`src/rtl/trade_limiter.sv`:
```
// Multi-channel trade limiter: per-channel lifetime and per-window rate limits with independent
// halt FSMs, plus a saturating global total of accepted trades.
module trade_limiter #(
    parameter int NUM_CH     = 4,
    parameter int CNT_W      = 8,
    parameter int WIN_CYCLES = 1000,
    parameter int WIN_CNT_W  = 4,
    parameter int TOT_W      = 16
) (
    input  logic                      clk,
    input  logic                      reset,
    input  logic                      enable,
    input  logic [NUM_CH-1:0]         match,
    input  logic [NUM_CH-1:0]         clear_halt,
    input  logic [CNT_W-1:0]          max_trades,
    input  logic [WIN_CNT_W-1:0]      max_per_win,
    output logic [NUM_CH-1:0]         trade_accept,
    output logic [NUM_CH*CNT_W-1:0]   trade_count,
    output logic [NUM_CH-1:0]         halt,
    output logic [NUM_CH-1:0]         throttled,
    output logic [TOT_W-1:0]          total_count,
    output logic                      any_halt
);

    localparam int TMR_W = (WIN_CYCLES > 2) ? $clog2(WIN_CYCLES) : 1;
    localparam int POP_W = $clog2(NUM_CH + 1);

    typedef enum logic {ST_RUN, ST_HALT} state_t;

    state_t               r_state      [NUM_CH];
    state_t               w_state_next [NUM_CH];
    logic [CNT_W-1:0]     r_count      [NUM_CH];
    logic [CNT_W-1:0]     w_count_next [NUM_CH];
    logic [WIN_CNT_W-1:0] r_win_cnt    [NUM_CH];
    logic [WIN_CNT_W-1:0] w_win_next   [NUM_CH];
    logic [NUM_CH-1:0]    r_throttled;
    logic [NUM_CH-1:0]    w_throttled_next;
    logic [NUM_CH-1:0]    w_accept;
    logic [NUM_CH-1:0]    w_halt_next;
    logic [TMR_W-1:0]     r_timer;
    logic                 w_wrap;
    logic [POP_W-1:0]     w_pop;
    logic [TOT_W:0]       w_total_sum;
    logic [TOT_W-1:0]     r_total;
    logic [TOT_W-1:0]     w_total_next;
    logic                 r_any_halt;

    assign w_wrap = (r_timer == TMR_W'(WIN_CYCLES - 1));

    // Per-channel next state; clear_halt overrides everything on its channel, including a match.
    always_comb begin
        for (int i = 0; i < NUM_CH; i++) begin
            w_accept[i] = match[i] & enable & ~reset & (r_state[i] == ST_RUN) & ~r_throttled[i]
                        & (r_count[i] < max_trades) & ~clear_halt[i];
            w_count_next[i] = r_count[i];
            w_win_next[i]   = r_win_cnt[i];
            w_state_next[i] = r_state[i];
            if (clear_halt[i]) begin
                w_count_next[i] = '0;
                w_win_next[i]   = '0;
                w_state_next[i] = ST_RUN;
            end else begin
                if (w_accept[i])
                    w_count_next[i] = r_count[i] + CNT_W'(1);
                if (w_wrap)
                    w_win_next[i] = w_accept[i] ? WIN_CNT_W'(1) : '0;
                else if (w_accept[i] && (r_win_cnt[i] != '1))
                    w_win_next[i] = r_win_cnt[i] + WIN_CNT_W'(1);
                // Uses the post-accept count so the halting trade and HALT land on one edge.
                if ((r_state[i] == ST_RUN) && (w_count_next[i] >= max_trades))
                    w_state_next[i] = ST_HALT;
            end
            w_throttled_next[i] = ~clear_halt[i]
                & (((max_per_win != '0) && (w_win_next[i] >= max_per_win))
                   | (r_throttled[i] & ~w_wrap));
            w_halt_next[i] = (w_state_next[i] == ST_HALT);
        end
    end

    always_comb begin
        w_pop = '0;
        for (int i = 0; i < NUM_CH; i++)
            w_pop = w_pop + POP_W'(w_accept[i]);
        w_total_sum  = {1'b0, r_total} + (TOT_W + 1)'(w_pop);
        w_total_next = w_total_sum[TOT_W] ? '1 : w_total_sum[TOT_W-1:0];
    end

    always_ff @(posedge clk or posedge reset) begin
        if (reset) begin
            for (int i = 0; i < NUM_CH; i++) begin
                r_state[i]   <= ST_RUN;
                r_count[i]   <= '0;
                r_win_cnt[i] <= '0;
            end
            r_throttled <= '0;
            r_timer     <= '0;
            r_total     <= '0;
            r_any_halt  <= 1'b0;
        end else begin
            for (int i = 0; i < NUM_CH; i++) begin
                r_state[i]   <= w_state_next[i];
                r_count[i]   <= w_count_next[i];
                r_win_cnt[i] <= w_win_next[i];
            end
            r_throttled <= w_throttled_next;
            r_timer     <= w_wrap ? '0 : r_timer + TMR_W'(1);
            r_total     <= w_total_next;
            r_any_halt  <= |w_halt_next;
        end
    end

    generate
        for (genvar gi = 0; gi < NUM_CH; gi++) begin : g_out
            assign trade_count[gi*CNT_W +: CNT_W] = r_count[gi];
            assign halt[gi]                       = (r_state[gi] == ST_HALT);
        end
    endgenerate

    assign trade_accept = w_accept;
    assign throttled    = r_throttled;
    assign total_count  = r_total;
    assign any_halt     = r_any_halt;

endmodule

```
`config.mk`:
```
export PLATFORM = sky130hd
export DESIGN_NAME = trade_limiter
export DESIGN_NICKNAME = d
export VERILOG_FILES = /design/src/rtl/trade_limiter.sv
export SDC_FILE = /design/constraint.sdc
export NUM_CORES = 1
export LEC_CHECK = 0
export BUFFER_PORTS_ARGS = -buffer_cell sky130_fd_sc_hd__buf_2
export CAP_MARGIN = 40
export CORE_MARGIN = 4
export CORE_UTILIZATION = 45
export DETAILED_ROUTE_END_ITERATION = 7
export MAX_ROUTING_LAYER = met4
export PLACE_DENSITY_LB_ADDON = 0.2
export SLEW_MARGIN = 20
export SYNTH_ARGS = -nofsm -noshare
export SYNTH_HDL_FRONTEND = slang
export SYNTH_SLANG_ARGS = --single-unit
```
`constraint.sdc`:
```
create_clock -name clk -period 6.2 [get_ports clk]
set_input_delay 0.62 -clock clk [delete_from_list [all_inputs] [get_ports clk]]
set_output_delay 0.62 -clock clk [all_outputs]
set_load 0.03 [all_outputs]
```
== After elaboration in Yosys (flattened, before gate mapping) ==
Index checks and enable logic that the tools add are counted.
Storage, ports and cells
  logic and storage cells: 148
  output and inout port bits: 61
  register bits after elaboration: 83
Cells by class
  multiplexer cells: 38
  reductions and logical operators: 14
  add/sub/neg operators: 13
  eq/ne operators: 5
  bitwise operators: 50
  magnitude comparators: 12
Operators by type and width (count)
  $mux W8: 12
  $mux W4: 12
  $add A8 B1 Y8 const B: 4
  $and A1 B1 Y1: 32
  $ge A8 B8 Y1: 4
  $lt A8 B8 Y1: 4
  $add A16 B3 Y17: 1
  $add A4 B1 Y4 const B: 4
  $ge A4 B4 Y1: 4
  $mux W16: 1
  $ne A4 B4 Y1 const B: 4
  $not A1 Y1: 14
  $logic_and A1 B1 Y1: 12
  $mux W1: 12
  $add A10 B1 Y10 const B: 1
  $eq A10 B10 Y1 const B: 1
  $mux W10: 1
  $or A1 B1 Y1: 4
  $reduce_bool A4 Y1: 1
  $reduce_or A4 Y1: 1
  $add A2 B1 Y3: 1
  $add A3 B1 Y3: 1
  $add A1 B1 Y2: 1

== Depth between registers and ports, before layout ==
Gate-level depths: netlist of run 1.
  depth after elaboration: 14
  depth in mapped cells: 18
  gate-level depth less buffers: 15

== Least setup slack after synthesis of run 1 ==
Ideal clock, no wire load.
  path type: input port to flip-flop
  start: input max_trades[2]
  end: register r_total[13] (netlist: total_count[13])
  path slack: 1.282 ns
  path buffers: 3
  stages on the path: 18
  arrival: 4.788 ns
  setup time: 0.130 ns
  data required time: 6.070 ns
  cells stage by stage: inv_1 > ha_1 > a211oi_1 > o21ai_1 > a211oi_4 > inv_2 > buf_6 > fa_1 > inv_1 > fa_1 > fa_1 > and3_1 > and4_1 > and3_1 > clkbuf_1 > nand4_1 > clkbuf_1 > nand2_1
Between the ends
  word-level cells in the longest chain between the ends: 8
  elaborated cells on any way between the ends: 17
Ends and longest elaborated chain
  from (decl): line 15  | input logic [CNT_W-1:0] max_trades,
  $lt A8 B8 Y1: line 54  | & (r_count[i] < max_trades) & ~clear_halt[i];
  $and A1 B1 Y1 (2 in a row): line 54
  net trade_accept[0]: line 17  | output logic [NUM_CH-1:0] trade_accept,
  $add A1 B1 Y2: line 83  | w_pop = w_pop + POP_W'(w_accept[i]);
  $add A2 B1 Y3: line 83
  $add A3 B1 Y3: line 83
  $add A16 B3 Y17: line 84  | w_total_sum = {1'b0, r_total} + (TOT_W + 1)'(w_pop);
  $mux W16: line 85  | w_total_next = w_total_sum[TOT_W] ? '1 : w_total_sum[TOT_W-1:0];
  net w_total_next[13]: line 45  | logic [TOT_W-1:0] w_total_next;
  to (signal assigned): line 107  | r_total <= w_total_next;
  to (decl): line 44  | logic [TOT_W-1:0] r_total;
The timed path passes the listed nets, and every way through them passes these cells.

== Worst setup path in the final report of run 1 ==
  start: input max_trades[5]
  end: register r_total[5] (netlist: total_count[5])
Between the ends
  word-level cells in the longest chain between the ends: 8
  elaborated cells on any way between the ends: 17
Ends and longest elaborated chain (line)
  $lt A8 B8 Y1: 54
  $and A1 B1 Y1 (2 in a row): 54
  $add A1 B1 Y2: 83
  $add A2 B1 Y3: 83
  $add A3 B1 Y3 *: 83
  $add A16 B3 Y17 *: 84
  $mux W16 *: 85
  net w_total_next[5]: 45
Mark *: on every way through the listed nets, which the timed path passes. The rest lies on a longest branch.

==> impl_results.md, run 1 <==
- Number of maximum-capacitance violations: 0
- Top layer used by detailed routing: met4
- Cts bufs inserted: 9
- Via count of the first global-routing pass: roughly 5300
- Height of the die: between 100 and 150 µm
- Largest cells by area after synthesis: dfrtp_1 (34%), ha_1 (17%), nand2_1 (3.1%)
- Yosys synthesis warning count: 0
- Post-synth top area cell: dfrtp_1
- Leading cell type in the layout, fill and taps excluded: ha_1
- Final core occ: 0.536
- Max-slew violations: 0
- Post-synthesis register bit count: 83
- Post-placement cell area: between 6000 and 7000 µm²
- Total chip power: ~1.4 mW
- Share of total power in combinational logic: 0.153
- CTS tree: done
- # resized after CTS: 0
- Fraction of layout instances using a drive strength above 1: 0.191
- Maximum frequency from static timing analysis: a little over 200 MHz
- Synth Area per Inst: about 9.5 µm²
- Pin slew with the least headroom to its limit: about 860 ps
- Top_reg_cell synth: dfrtp_1
- Cell area after technology mapping: 6150 µm²
- Total wire length after detailed routing: between 15 and 20 mm
- Post-Syn Nets: around 760
- Leading cell types in the layout, fill and taps excluded: ha_1 (86), buf_2 (84), dfrtp_1 (83), nand2_1 (51), a21oi_1 (38)
- Count of TritonRoute iterations in the first routing pass: 4
- Net count, final: 846
- Number of synthesized flops with an enable pin: 0
- I/O Pins: 84
- RSZ-0062 raised after global routing: no
- Number of antenna violations at the first check in global routing: 0
- Drt drc: 0
- Async SR Flop Fraction: 1.00
- Sequential cell area fraction in the yosys report: 0.338
- Overall die area: 15600 µm²
- Final hold violations: 0
- Count of distinct cell types in the synthesized netlist: approximately 60
- Number of routed nets with antenna violations: 0
- Met3 WL: 813 µm
- Setup violation total in the final timing report: 0
- Fraction of power consumed by the clock network: 0.415
- CP max FO: 13
- Clock net sink count: 83
- Horizontal die dimension: approximately 120 µm
- Wire length of the first global-routing pass: approximately 26 mm
- Starting density of the core: 0.463
- CTS root buffer: clkbuf_16
- Worst setup path category: in -> reg
- Yosys top cell area share: 0.338
- Required time worst endpoint: approximately 6400 ps
- Setup Total Neg Slack: 0 ps
- Later-pin clock latency in the skew report: roughly 350 ps
- Clock transition at path regs: about 70 ps
- DPL Wire Length: ~12 mm
- Number of vias in the routed layout: 5159
- Final Instance Area: 7120 µm²
- Leakage component of the power: 3.77 nW
- Worst endpoint data arrival time: around 5000 ps
- N_diodes: 0
- Via density per instance: about 5.6
- Last weighted congestion value of the routability-driven placer: 0.881
- Total of hold buffers inserted after clock tree synthesis: 0
- Power density over the cells: between 150 and 200 nW/µm²
- Post-route minimum period: 4860 ps
- Buffer depth of the longest clock path: 2
- Share of power burned in registers: 0.432
- Startpoint type of the worst setup path: input pin
- Setup crit end kind: flip-flop
- Run status: finished clean
- Std-Cell Rows: between 40 and 50
- Sw power: just over 0.4 mW
- Count of buffers from port buffering: 83
- Worst R2R Setup Slack: ~1400 ps
- Area growth from synthesis to layout: 15.7%
- Pin count of the biggest net entering global routing: 55
- Total routing usage reported by global routing: 0.211
- Power Internal: a little under 1 mW
- CTS H-tree depth: 3
- Min-Delay Path Class: in -> async
- Number of DRC markers after the initial detailed-route iteration: 233
- Synthesized netlist cell count: approximately 650
- Final Hold Slack: between 300 and 400 ps
- Layout Skew: around 5.9 ps
- Sw Share: 0.294
- Worst IR Drop VDD: around 0.16 mV
- Worst slew margin: 0.413
- M1 wire length: approximately 6.6 mm
- Area of the core: around 13000 µm²
- Routed wire length per instance: 17.1 µm
- Setup Fix Bufs, Post-CTS: 0
- Met2 routed WL: between 7 and 8 mm
- Share of the clock period used by the worst path: 0.784
- Remaining Overflow, GRT: 0
## synth_stat cells (4+ instances only)
cell and instances:
nand4_1 11, nor4_1 4, or2_2 6, nand3_1 30
a21oi_1 38, ha_1 86, inv_1 28, or3_1 5
xor2_1 20, a21o_1 14, dfrtp_1 83, mux2_2 11
o32ai_1 4, o21ai_0 20, o31ai_1 6, and3_1 14
nand2_1 51, mux2i_1 17, clkbuf_1 11, xnor2_1 17
nor2_1 34, nor3_1 15, a211oi_1 7, and2_1 4
nor2b_1 15, nand2b_1 29, a2111oi_0 6, o21ai_1 6
## power by group through the flow
stage / Combinational [mW] / Clock [mW] / Sequential (mW)
after global placement: 0.202 / 0 / 0.601
after floorplan: 0.104 / 0 / 0.636
after global routing: 0.235 / 0.608 / 0.596
after detailed placement: 0.211 / 0 / 0.601
final: 0.209 / 0.569 / 0.591
after CTS: 0.212 / 0.581 / 0.592
## per-stage QoR
step,setup slack [ps],instances
floorplan,1280,645
global placement,1160,895
detailed placement,978,897
CTS,1330,913
global route,1050,915
finish,1340,915
## worst max-delay path, cell delays in order
cell,delay (ps)
buf_2,100
inv_1,280
ha_1,320
a211oi_1,230
nor2_1,130
a211oi_4,460
inv_2,230
fa_1,580
inv_1,50
fa_1,420
fa_1,410
and3_1,200
and4_1,220
and3_1,240
nand4_1,390
o21ai_0,170
## state kept, by name, summed over array words and instances, names as in the netlist
register and count:
throttled 4, r_timer 10, trade_count 32, any_halt 1
total_count 16, r_win_cnt 16, halt 4
## per-layer routing
metal,vias up,GRT usage
met3,22,0.0397
li1,2530,-
met2,121,0.358
met4,0,0.0733
met1,2486,0.253
met5,-,-
## final cells by class
cell class,instances,area [µm²]
clock buffer,10,239
clock inverter,6,71.3
fill,1219,6170
inverter,31,118
multi-input combinational,518,3900
sequential,83,2080
tap,176,220
timing repair buffer,91,493
## kinds of logic after synthesis
logic type / Yosys count / share of synthesized area
flip-flops: 83 / 0.338
adder cells (fa/ha/maj): 89 / 0.185
AND/OR/NAND/NOR: 236 / 0.207
buffers and inverters: 44 / 0.0293
XOR/XNOR: 37 / 0.0527
AO/OA/AOI/OAI: 127 / 0.140
multiplexers: 29 / 0.0496
## worst paths after layout
check / start / to / cells past startpoint
setup / recovery: max_trades[5] / total_count[5]$_DFF_PP0_ / 16
hold / removal: reset / trade_count[14]$_DFF_PP0_ / 3
setup reg to reg: trade_count[2]$_DFF_PP0_ / total_count[5]$_DFF_PP0_ / 14
hold reg to reg: r_timer[0]$_DFF_PP0_ / r_timer[0]$_DFF_PP0_ / 1
max in group asynchronous: reset / trade_count[17]$_DFF_PP0_ / 4
min in group clk: r_timer[0]$_DFF_PP0_ / r_timer[0]$_DFF_PP0_ / 1
(Power assumes the default switching activity.)
==> run 2: changes to the inputs <==
Clock period 6.2 ns to 4.1 ns, I/O delays scaled along.
==> run 2 against run 1 <==
Compared with the run above: combinational power up 60%; via count up 4.1%; global-route usage up 0.11 points; utilization up 2.2 points; sequential power up 52%; final area up 4.1%; clock skew up 5.0 ps; sequential cell count unchanged; largest cell class unchanged.
==> impl_results.md, run 2 (synthesized netlist as in run 1, its figures left out) <==
- Run status: finished clean
- Post-route minimum period: 3930 ps
- Setup crit end kind: flip-flop
- Overall die area: between 15000 and 20000 µm²
- Pin slew with the least headroom to its limit: around 600 ps
- Max reg flops: 32
- Final Hold Slack: 32.3 ps
- Pin count of the biggest net entering global routing: 39
- Final Instance Area: between 7000 and 8000 µm²
- Top cell by count, worst path: fa_2
- Startpoint type of the worst setup path: flip-flop
- Worst slew margin: 0.584
- Number of routed nets with antenna violations: 0
- I/O Pins: 84
- Number of fill cells in the layout: approximately 1200
- Buffer depth of the longest clock path: 2
- Total routing usage reported by global routing: 0.212
- Max-slew violations: 0
- Std-Cell Rows: 42
- DPL Wire Length: about 12 mm
- Worst IR Drop VDD: roughly 0.27 mV
- Number of DRC markers after the initial detailed-route iteration: between 200 and 300
- Setup violation total in the final timing report: 0
- Wire length of the first global-routing pass: 26.7 mm
- Area growth from synthesis to layout: 20.5%
- Via count of the first global-routing pass: about 5400
- Count of buffers from port buffering: 83
- Via density per instance: 5.69
- Worst slack at placement: -97.4 ps
- CTS root buffer: clkbuf_16
- CP max FO: 6
- Fraction of layout instances using a drive strength above 1: 0.242
- Number of antenna violations at the first check in global routing: 0
- Final core occ: 0.558
- Final WS setup: around 170 ps
- Cts bufs inserted: 9
- Final hold violations: 0
- Cell class contributing the biggest share of worst-path delay: adder cells
- Total of hold buffers inserted after clock tree synthesis: 0
- Layout Skew: around 11 ps
- Cell-by-cell trace of the critical path: ha_1 -> nor4_1 -> o21ai_1 -> a31oi_2 -> inv_2 -> fa_1 -> inv_1 -> fa_2 -> fa_2 -> and3_4 -> and4_1 -> and3_1 -> nand2b_1 -> mux2_2
- Clock transition at path regs: 60 ps
- Worst endpoint data arrival time: approximately 4200 ps
- Net count, final: roughly 900
- Share of the clock period used by the worst path: 0.959
- CP max stage cell: fa_1
- CTS H-tree depth: 3
- Footprint of the flip-flops and latches: about 2100 µm²
- Min-Delay Path Class: in -> async
- Routed wire length per instance: ~17 µm
- Area of the core: roughly 13000 µm²
- Biggest cell delay along the critical path: 510 ps
- Last weighted congestion value of the routability-driven placer: between 0.9 and 1
- Remaining Overflow, GRT: 0
- Number of maximum-capacitance violations: 0
- Starting density of the core: 0.463
- Post-placement cell area: about 7100 µm²
- Clock net sink count: a little over 80
- Number of vias in the routed layout: 5369
- Height of the die: 125 µm
- Area of the multi-input gates: ~4000 µm²
- N_diodes: 0
- Count of TritonRoute iterations in the first routing pass: 5
- CTS tree: done
- Total wire length after detailed routing: 15.8 mm
- Drt drc: 0
- Leading cell types in the layout, fill and taps excluded: ha_1 (84), buf_2 (84), dfrtp_1 (79), nand2_1 (51), a21oi_1 (38)
- Horizontal die dimension: 125 µm
- Maximum frequency from static timing analysis: about 250 MHz
- Required time worst endpoint: 4330 ps
- Total buffers and inverters traversed by the critical path: 2
- Leakage component of the power: a little under 4 nW
- RSZ-0062 raised after global routing: no
- Worst setup path category: reg -> reg
- Later-pin clock latency in the skew report: about 350 ps
- Power density over the cells: 279 nW/µm²
run 2: cell type report:
type                            count  share of cell area
Clock buffer                       10              0.0322
Clock inverter                      5             0.00844
Inverter                           31              0.0169
Multi-Input combinational cell    518               0.534
Sequential cell                    83               0.281
Tap cell                          176              0.0297
Timing Repair Buffer              121              0.0975
run 2: routing by layer:
metal  global-route usage  part of all wire
met1                0.277              0.46
met2                0.339              0.47
met3               0.0324             0.048
met4               0.0753             0.022
met5                    -                 0
run 2: final timing paths:
path / cells past startpoint / from / slack [ps] / end
max: 14 / trade_count[12]$_DFF_PP0_ / 170 / total_count[15]$_DFF_PP0_
min reg2reg: 1 / r_timer[9]$_DFF_PP0_ / 480 / r_timer[9]$_DFF_PP0_
max in group asynchronous: 4 / reset / 3000 / trade_count[26]$_DFF_PP0_
max reg2reg: 14 / trade_count[12]$_DFF_PP0_ / 170 / total_count[15]$_DFF_PP0_
min: 2 / reset / 30 / trade_count[13]$_DFF_PP0_
min in group clk: 2 / clear_halt[1] / 410 / trade_count[8]$_DFF_PP0_
run 2: what timing repair did:
item                                    CTS  global route
hold endpoints to repair                  0             0
endpoints found under the setup margin    0             2
buffers inserted                          0             1
resized for setup                         0             3
run 2: power breakdown:
group	internal [mW]	switching, mW
Combinational	0.128	0.207
Clock	0.488	0.346
Sequential	0.853	0.0452
Total	1.47	0.598
run 2: per-stage QoR:
step / total power, mW / TNS (ps) / cells
after global routing: 2.17 / 0 / 944
after global placement: 1.24 / -7.69 / 926
after floorplan: 1.12 / -3340 / 645
after CTS: 2.10 / 0 / 943
after detailed placement: 1.25 / -644 / 928
final: 2.07 / 0 / 944
